File: src/rtl/alu_pkg.sv
// Shared types and constants for the sequential ALU: opcode and FSM
// state enums, NZCV bit positions and a flag-packing helper.
package alu_pkg;

  typedef enum logic [2:0] {
    OP_ADD = 3'b000,
    OP_SUB = 3'b001,
    OP_AND = 3'b010,
    OP_OR  = 3'b011,
    OP_XOR = 3'b100,
    OP_LSL = 3'b101,
    OP_LSR = 3'b110,
    OP_MUL = 3'b111
  } alu_op_t;

  typedef enum logic [1:0] {
    ST_IDLE = 2'd0,
    ST_BUSY = 2'd1,
    ST_DONE = 2'd2
  } alu_state_t;

  localparam int FLAG_N = 3;
  localparam int FLAG_Z = 2;
  localparam int FLAG_C = 1;
  localparam int FLAG_V = 0;

  // Flags reported for an opcode the build does not implement: N=0 Z=1 C=0 V=1.
  localparam logic [3:0] FLAGS_UNSUPPORTED = 4'b0101;

  // Place individual flag bits at their NZCV positions.
  function automatic logic [3:0] pack_nzcv(input logic n, input logic z,
                                           input logic c, input logic v);
    logic [3:0] f;
    f         = '0;
    f[FLAG_N] = n;
    f[FLAG_Z] = z;
    f[FLAG_C] = c;
    f[FLAG_V] = v;
    return f;
  endfunction

endpackage

File: src/rtl/alu_mul_iter.sv
// Iterative unsigned shift-add multiplier: one multiplier bit per cycle,
// LSB first, W iterations after start. done pulses for one cycle once
// product holds the full 2W-bit result.
module alu_mul_iter #(
  parameter int W = 8
) (
  input  logic           clk,
  input  logic           reset,
  input  logic           start,
  input  logic [W-1:0]   a,
  input  logic [W-1:0]   b,
  output logic           done,
  output logic [2*W-1:0] product
);

  localparam int CW = $clog2(W);

  logic [2*W-1:0] mcand_q, mcand_d;
  logic [W-1:0]   mplier_q, mplier_d;
  logic [2*W-1:0] acc_q, acc_d;
  logic [CW-1:0]  cnt_q, cnt_d;
  logic           busy_q, busy_d;
  logic           done_q, done_d;

  // Next-state: load on start, otherwise add the shifted multiplicand when
  // the current multiplier bit is set and advance one bit.
  always_comb begin
    // NOTE: every variable gets a default first so no path leaves it unassigned (no latch).
    mcand_d  = mcand_q;
    mplier_d = mplier_q;
    acc_d    = acc_q;
    cnt_d    = cnt_q;
    busy_d   = busy_q;
    done_d   = 1'b0;
    if (start) begin
      mcand_d  = {{W{1'b0}}, a};
      mplier_d = b;
      acc_d    = '0;
      cnt_d    = '0;
      busy_d   = 1'b1;
    end else if (busy_q) begin
      if (mplier_q[0]) begin
        acc_d = acc_q + mcand_q;
      end
      mcand_d  = mcand_q << 1;
      mplier_d = mplier_q >> 1;
      cnt_d    = cnt_q + 1'b1;
      if (cnt_q == CW'(W - 1)) begin
        busy_d = 1'b0;
        done_d = 1'b1;
      end
    end
  end

  // State registers; reset drops any partial product.
  always_ff @(posedge clk) begin
    // NOTE: clocked state uses non-blocking assignments so all registers update together.
    if (reset) begin
      mcand_q  <= '0;
      mplier_q <= '0;
      acc_q    <= '0;
      cnt_q    <= '0;
      busy_q   <= 1'b0;
      done_q   <= 1'b0;
    end else begin
      mcand_q  <= mcand_d;
      mplier_q <= mplier_d;
      acc_q    <= acc_d;
      cnt_q    <= cnt_d;
      busy_q   <= busy_d;
      done_q   <= done_d;
    end
  end

  assign done    = done_q;
  assign product = acc_q;

endmodule

File: src/rtl/alu_seq.sv
// Handshaked sequential ALU: ADD/SUB/AND/OR/XOR/LSL/LSR complete one cycle
// after accept; MUL iterates in alu_mul_iter when ALU_SEQ_MUL_EN is
// defined, otherwise it completes at once as an unsupported op (y=0,
// flags 0101). NZCV is committed only on retire of a set_flags op.
module alu_seq
  import alu_pkg::*;
#(
  parameter int W   = 8,
  parameter int SHW = $clog2(W)
) (
  input  logic         clk,
  input  logic         reset,
  input  logic         in_valid,
  output logic         in_ready,
  input  logic [W-1:0] a,
  input  logic [W-1:0] b,
  input  logic [2:0]   ALUControl,
  input  logic         set_flags,
  output logic         out_valid,
  input  logic         out_ready,
  output logic [W-1:0] y,
  output logic [3:0]   flags
);

  alu_state_t state_q, state_d;
  logic [W-1:0] y_q, y_d;
  logic [3:0]   pend_q, pend_d;   // NZCV of the op in flight, committed on retire
  logic         setf_q, setf_d;
  logic [3:0]   flags_q, flags_d;

  alu_op_t      op_in;
  logic [SHW-1:0] sh;
  logic [W-1:0] b_eff;
  logic [W:0]   add_ext;
  logic [W:0]   lsl_ext;
  logic [W:0]   lsr_ext;
  logic [W-1:0] dp_y;
  logic         dp_c;
  logic         dp_v;
  logic [3:0]   dp_flags;
  logic         accept;
  logic         mul_start;

  assign op_in  = alu_op_t'(ALUControl);
  assign sh     = b[SHW-1:0];
  assign accept = (state_q == ST_IDLE) && in_valid;

  // Single-cycle datapath on the live operands; its result is captured at accept.
  // The extra bit of each extended shift catches the last bit shifted out.
  always_comb begin
    dp_y    = '0;
    dp_c    = 1'b0;
    dp_v    = 1'b0;
    b_eff   = (op_in == OP_SUB) ? ~b : b;
    add_ext = {1'b0, a} + {1'b0, b_eff} + {{W{1'b0}}, (op_in == OP_SUB)};
    lsl_ext = {1'b0, a} << sh;
    lsr_ext = {a, 1'b0} >> sh;
    case (op_in)
      OP_ADD, OP_SUB: begin
        dp_y = add_ext[W-1:0];
        dp_c = add_ext[W];
        dp_v = (a[W-1] == b_eff[W-1]) && (add_ext[W-1] != a[W-1]);
      end
      OP_AND: dp_y = a & b;
      OP_OR:  dp_y = a | b;
      OP_XOR: dp_y = a ^ b;
      OP_LSL: begin
        dp_y = lsl_ext[W-1:0];
        dp_c = lsl_ext[W];
      end
      OP_LSR: begin
        dp_y = lsr_ext[W:1];
        dp_c = lsr_ext[0];
      end
      default: begin
        dp_y = '0;
      end
    endcase
  end

  assign dp_flags = pack_nzcv(dp_y[W-1], (dp_y == '0), dp_c, dp_v);

`ifdef ALU_SEQ_MUL_EN
  logic           mul_done;
  logic [2*W-1:0] mul_prod;
  logic           mul_hi;

  alu_mul_iter #(.W(W)) u_mul (
    .clk     (clk),
    .reset   (reset),
    .start   (mul_start),
    .a       (a),
    .b       (b),
    .done    (mul_done),
    .product (mul_prod)
  );

  assign mul_hi = |mul_prod[2*W-1:W];
`endif

  // FSM next-state and register next values.
  always_comb begin
    state_d   = state_q;
    y_d       = y_q;
    pend_d    = pend_q;
    setf_d    = setf_q;
    flags_d   = flags_q;
    mul_start = 1'b0;
    case (state_q)
      ST_IDLE: begin
        if (accept) begin
          setf_d = set_flags;
          if (op_in == OP_MUL) begin
`ifdef ALU_SEQ_MUL_EN
            mul_start = 1'b1;
            state_d   = ST_BUSY;
`else
            y_d     = '0;
            pend_d  = FLAGS_UNSUPPORTED;
            state_d = ST_DONE;
`endif
          end else begin
            y_d     = dp_y;
            pend_d  = dp_flags;
            state_d = ST_DONE;
          end
        end
      end
      ST_BUSY: begin
`ifdef ALU_SEQ_MUL_EN
        if (mul_done) begin
          y_d     = mul_prod[W-1:0];
          pend_d  = pack_nzcv(mul_prod[W-1], (mul_prod[W-1:0] == '0), mul_hi, mul_hi);
          state_d = ST_DONE;
        end
`else
        state_d = ST_IDLE;
`endif
      end
      ST_DONE: begin
        if (out_ready) begin
          if (setf_q) begin
            flags_d = pend_q;
          end
          state_d = ST_IDLE;
        end
      end
      default: state_d = ST_IDLE;
    endcase
  end

  // State and datapath registers with synchronous reset.
  always_ff @(posedge clk) begin
    if (reset) begin
      state_q <= ST_IDLE;
      y_q     <= '0;
      pend_q  <= '0;
      setf_q  <= 1'b0;
      flags_q <= '0;
    end else begin
      state_q <= state_d;
      y_q     <= y_d;
      pend_q  <= pend_d;
      setf_q  <= setf_d;
      flags_q <= flags_d;
    end
  end

  assign in_ready  = (state_q == ST_IDLE);
  assign out_valid = (state_q == ST_DONE);
  assign y         = y_q;
  assign flags     = flags_q;

endmodule

File: config.mk
export PLATFORM = sky130hd
export DESIGN_NAME = alu_seq
export DESIGN_NICKNAME = d
export VERILOG_FILES = /design/src/rtl/alu_pkg.sv /design/src/rtl/alu_mul_iter.sv /design/src/rtl/alu_seq.sv
export SDC_FILE = /design/constraint.sdc
export NUM_CORES = 1
export LEC_CHECK = 0
export BUFFER_PORTS_ARGS = -buffer_cell sky130_fd_sc_hd__buf_2
export CAP_MARGIN = 20
export CORE_UTILIZATION = 30
export CTS_CLUSTER_SIZE = 16
export DETAILED_ROUTE_END_ITERATION = 7
export PLACE_DENSITY = 0.54
export SYNTH_ARGS = -nofsm -noshare
export SYNTH_HDL_FRONTEND = slang
export SYNTH_SLANG_ARGS = --single-unit
export TNS_END_PERCENT = 5
File: constraint.sdc
create_clock -name clk -period 3.78 [get_ports clk]
set_input_delay 0.378 -clock clk [delete_from_list [all_inputs] [get_ports clk]]
set_output_delay 0.378 -clock clk [all_outputs]
set_load 0.005 [all_outputs]
# Word-level counts from Yosys, hierarchy flattened
# Index checks and enable logic that the tools add are counted.
# word_totals
register_bits,19
inputBits,24
out_inout_bits,14
elab_cells,43
# op_classes
add_sub_neg,2
eq_ne,12
shift,2
n_mux,9
n_bitwise,4
reduce_logical,9
# ops
op,n
8-bit case mux with 6 select lines,1
8-bit two-way mux,2
3-bit equality test (second input constant),4
8-bit by 8-bit adder with 9-bit output,1
9-bit by 1-bit adder with 9-bit output,1
8-bit by 3-bit left shift with 9-bit output,1
9-bit by 3-bit right shift with 9-bit output,1
8-bit bitwise AND,1
8-bit logical NOT,1
8-bit NOT,1
8-bit bitwise OR,1
8-bit XOR,1
3-bit by 2-bit equality test with 1-bit output (second input constant),2
2-bit two-way mux,2
4-bit two-way mux,1
2-bit by 1-bit inequality test with 1-bit output (second input constant),2
2-bit case mux with 2 select lines,1
2-bit AND reduction,2
3-bit by 1-bit equality test with 1-bit output (second input constant),1
3-bit logical NOT,1
1-bit case mux with 3 select lines,1
3-bit AND reduction,1
2-bit equality test (second input constant),1
1-bit logical AND,2
5 further kinds,5

# Depth between registers and ports, before layout
# depth
word_depth,8
ltp_mapped,14
ltp_nobuf,11

# Worst setup path before layout
# Ideal clock, no wire load.
# synth_timing
kind,in2reg
start,in ALUControl[1]
end,reg pend_q[1]
setup_ps,132
t_arrival_ps,3143
required_ps,3648
path_slack_ps,504
path_stages,14
n_path_buf,3
cell_sequence,buf_6 > buf_6 > or2_2 > clkbuf_1 > nor2_2 > xnor2_1 > fa_1 > a211oi_1 > nor3b_1 > o21a_1 > o21ai_0 > a21oi_1 > o41ai_1 > a21oi_1
# synth_between
elab_chain_cells,6
elab_cells_between_ends,11
classes_between,2 x add/sub; 4 x eq/ne; 3 x mux; 2 x reduce/logical
# synth_lines
element,line,rtl
start: declaration,alu_seq.sv:17,"input logic [2:0] ALUControl,"
3-bit by 1-bit equality test with 1-bit output,"alu_seq.sv:54, alu_seq.sv:55, alu_seq.sv:58",
8-bit two-way mux,alu_seq.sv:54,b_eff = (op_in == OP_SUB) ? ~b : b;
8-bit by 8-bit adder with 9-bit output,alu_seq.sv:55,"add_ext = {1'b0, a} + {1'b0, b_eff} + {{W{1'b0}}, (op_in == OP_SUB)};"
9-bit by 1-bit adder with 9-bit output,alu_seq.sv:55,
1-bit case mux with 3 select lines,alu_seq.sv:58,case (op_in)
4-bit two-way mux (*),alu_seq.sv:113,if (op_in == OP_MUL) begin
end signal: assignment,alu_seq.sv:163,pend_q <= pend_d;
end: declaration,alu_seq.sv:27,"logic [3:0] pend_q, pend_d;"
# Mark *: on every way between the ends. The rest lies on a longest branch, timed or not.
# A chain may end at the register's enable or synchronous reset.

# Final worst setup path
# Same ends and word-level chain as after synthesis.

==> flow_summary_export.csv <==
group,metric,value,unit
grt,grt_overflow,0,
synthesis,yosys-top-cells-area,"dfxtp_1 (15%), ha_1 (13%), nor2_1 (5.5%)",
grt,grt_pass1_wl,10300,um
detailed_routing,drt_drc_violations_left,0,
pwr,ir_drop,94.2,uV
detailed_routing,routed_wirelength,6300,um
place,io_buffers,37,
detailed_routing,drtAntennaViolNets,0,
sta,maxSlewViolCount,0,
die,num_rows,31,
status,status,"finished clean",
detailed_routing,vias_per_cell,5.18,
synthesis,synth_commonest_cells,"nor2_1 (33), ha_1 (24), nand2_1 (20)",
clock_network,cts_buffers,3,
detailed_routing,drt-met1-wl,3090,um
synthesis,ys_warn_count,0,
synthesis,ys_ff_latch,17,
clock_network,cts_buffer_depth,2,
critical_path,critPathMaxStageDelay,440,ps
final_layout,final_area,0.00252,mm2
synthesis,syn-cell-area,0.00223,mm2
detailed_routing,dr.max_layer_used,"met4",
place,routabilityCongestion,0.957,
synthesis,yosysSeqAreaShare,15.2,%
hold_path,holdPathStages,2,
place,dpl_worst_slack,627,ps
clock_network,clkSinkCount,17,
clock_network,htreeDepth,1,
synthesis,syn-num-nets,327,
sta,clock_skew,0.870,ps
synthesis,yosysUniqueCellTypes,62,
pwr,pwr-share-clk,21.7,%
detailed_routing,drt-pass1-iter-count,4,
sta,min_period,2880,ps
die,initial_core_util,31.0,%
final_layout,area_delta_synth_final,12.9,%
sta,worst_pin_slew,534,ps
clock_network,insertion_delay,240,ps
detailed_routing,num_vias,2113,
final_layout,n_antenna_cell,0,
pwr,pwr_density_cell,240,mW/mm2
die,die_y,88.3,um
synthesis,synth.most_common_cell,"nor2_1",
synthesis,synth_area_leader_cell,"dfxtp_1",
critical_path,cp.required,3900,ps
clock_network,cts-root-buf,"clkbuf_8",
critical_path,reg2regPathDepth,5,
pwr,seq_power_share,32.7,%
die,core-area,0.00721,mm2
sta,timing.final.crit_share,76.2,%
synthesis,netlist_instances,278,
sta,relSlewSlack,64.3,%
grt,grt_pass1_vias,1982,
critical_path,cp_cell_sequence,"buf_2, or2_2, nor2_2, xnor2_1, fa_1, a211oi_1, nor3b_1, o21a_1, o21ai_0, a21oi_1, o41ai_1, a21oi_1",
synthesis,syn_area_per_cell,8.03,um2
sta,timing.final.ws_setup,900,ps
job,maxCapViolCount,0,
pwr,net-switching-power,224,uW
final_layout,nNetsFinal,359,
critical_path,critPathBufInv,1,
clock_network,cts_tree,"yes",
clock_network,clk_pin_slew,60,ps
critical_path,cp_slowest_cell,"fa_1",
sta,rsz0062_at_grt,"false",
place,place_area,0.00248,mm2
sta,setup_viol_count_final,0,
clock_network,cts_resized,0,
detailed_routing,wl_met3,324,um
pwr,p_leak,1.11,nW
die,dieArea,0.00779,mm2
synthesis,ys.flop_type,"dfxtp_1",
critical_path,worst_setup_path_start_kind,"input port",
clock_network,post_cts_buffers,0,
pwr,p_int,380,uW
sta,hold_violations,0,
grt,groute.usage.overall,17.0,%
critical_path,cp-end-kind,"flop",
grt,antenna_found_initial,0,
critical_path,worstPathArrival,3000,ps
final_layout,drive_gt1_share,23.0,%
sta,holdWs,332,ps
detailed_routing,wl_per_cell,15.4,um
critical_path,path_common_cell,"a21oi_1",
grt,grt_max_degree,26,
hold_path,hp-class,"input port to flop",
clock_network,hold_buffers,0,
critical_path,cp_num_cells,12,
die,io_pins,38,
pwr,swShare,37.1,%
synthesis,synthArstFlopShare,0,%
synthesis,synth_edf_count,0,
sta,timing.fmax,347,MHz
critical_path,crit_type,"input port to flop",
place,post-dp-hpwl,5000,um
sta,setup_tns,0,ps
die,die_w,88.3,um
critical_path,worstPathMaxFanout,6,
critical_path,critPathTopFamily,"compound AO/OA/AOI/OAI gates",
detailed_routing,wl_met2,2870,um
synthesis,synth_top_area_share,15.2,%
detailed_routing,drt_iter0_markers,144,
final_layout,fillers,811,
pwr,comb_power_share,45.5,%
## layer usage
layer  up-vias  global-route usage (%)
li1       1074                       -
met1       972                    24.2
met2        65                    28.3
met3         2                    1.77
met4         0                    2.20
met5         -                       0
## cell type report
cell class                 count  area, um2  area share [%]
sequential                    17        340            13.5
timing repair buffer          42        223            8.83
tap                           99        124            4.91
clock buffer                   4       45.0            1.79
multi-input combinational    226       1710            68.0
inverter                      20       75.1            2.98
## cells by family (layout without fill, tap and decap cells)
group | after synthesis | in the layout | share of synthesized area [%]
compound gates | 71 | 71 | 23.0
xor+xnor | 11 | 11 | 4.31
fa+ha+maj | 25 | 25 | 14.3
buf+inv | 35 | 66 | 8.01
flops | 17 | 17 | 15.2
mux | 17 | 17 | 10.0
simple gates | 102 | 102 | 25.0
## worst reg2reg max path, delay by kind of cell (launching register included)
family	cells	cell delay [ps]
buffers and inverters	1	80
AND/OR/NAND/NOR	1	170
AO/OA/AOI/OAI	3	750
flip-flops	1	350
## power by group through the flow
stage               Clock, mW  Sequential (mW)  Combinational (mW)
detailed placement          0            0.202               0.273
CTS                     0.137            0.198               0.274
floorplan                   0            0.202               0.196
finish                  0.131            0.198               0.275
global route            0.145            0.199               0.308
global placement            0            0.201               0.274
## cell usage in the layout, fill, tap and decap left out, types with 3 or more instances in the layout
cell type  instances
o31ai_1            5
nand2_1           20
nand2b_1           3
xnor2_1            9
nor2_1            33
nor3_1             9
nor3b_1            3
mux4_2             4
a21oi_1           13
inv_1             18
nand3_1            6
dfxtp_1           17
a211oi_1           8
clkbuf_8           3
nand3b_1           3
nor2b_1            8
buf_2             37
o21ai_1            3
o21ai_0            9
buf_4              5
ha_1              24
o21a_1             3
mux2_2             3
nor4_2             3
a22oi_1            4
mux2i_1           10
## flip-flops by register name, indices dropped and copies added (netlist names)
name	flops
state_q	1
flags	4
y	8
setf_q	1
pend_q	3
## through the flow
step | total power [mW] | cells | utilization, %
global route | 0.652 | 408 | 34.9
detailed placement | 0.475 | 404 | 34.3
global placement | 0.475 | 404 | 34.3
finish | 0.604 | 408 | 34.9
floorplan | 0.398 | 278 | -
CTS | 0.609 | 408 | 34.9
## path summary, 6_finish.rpt
path,slack [ps],to,start
setup reg to reg,2370,pend_q[1],state_q[1]
hold reg to reg,460,setf_q,setf_q
hold / removal,330,state_q[1],out_ready
setup / recovery,900,pend_q[1],ALUControl[1]
Power figures use the tool's default switching activity.
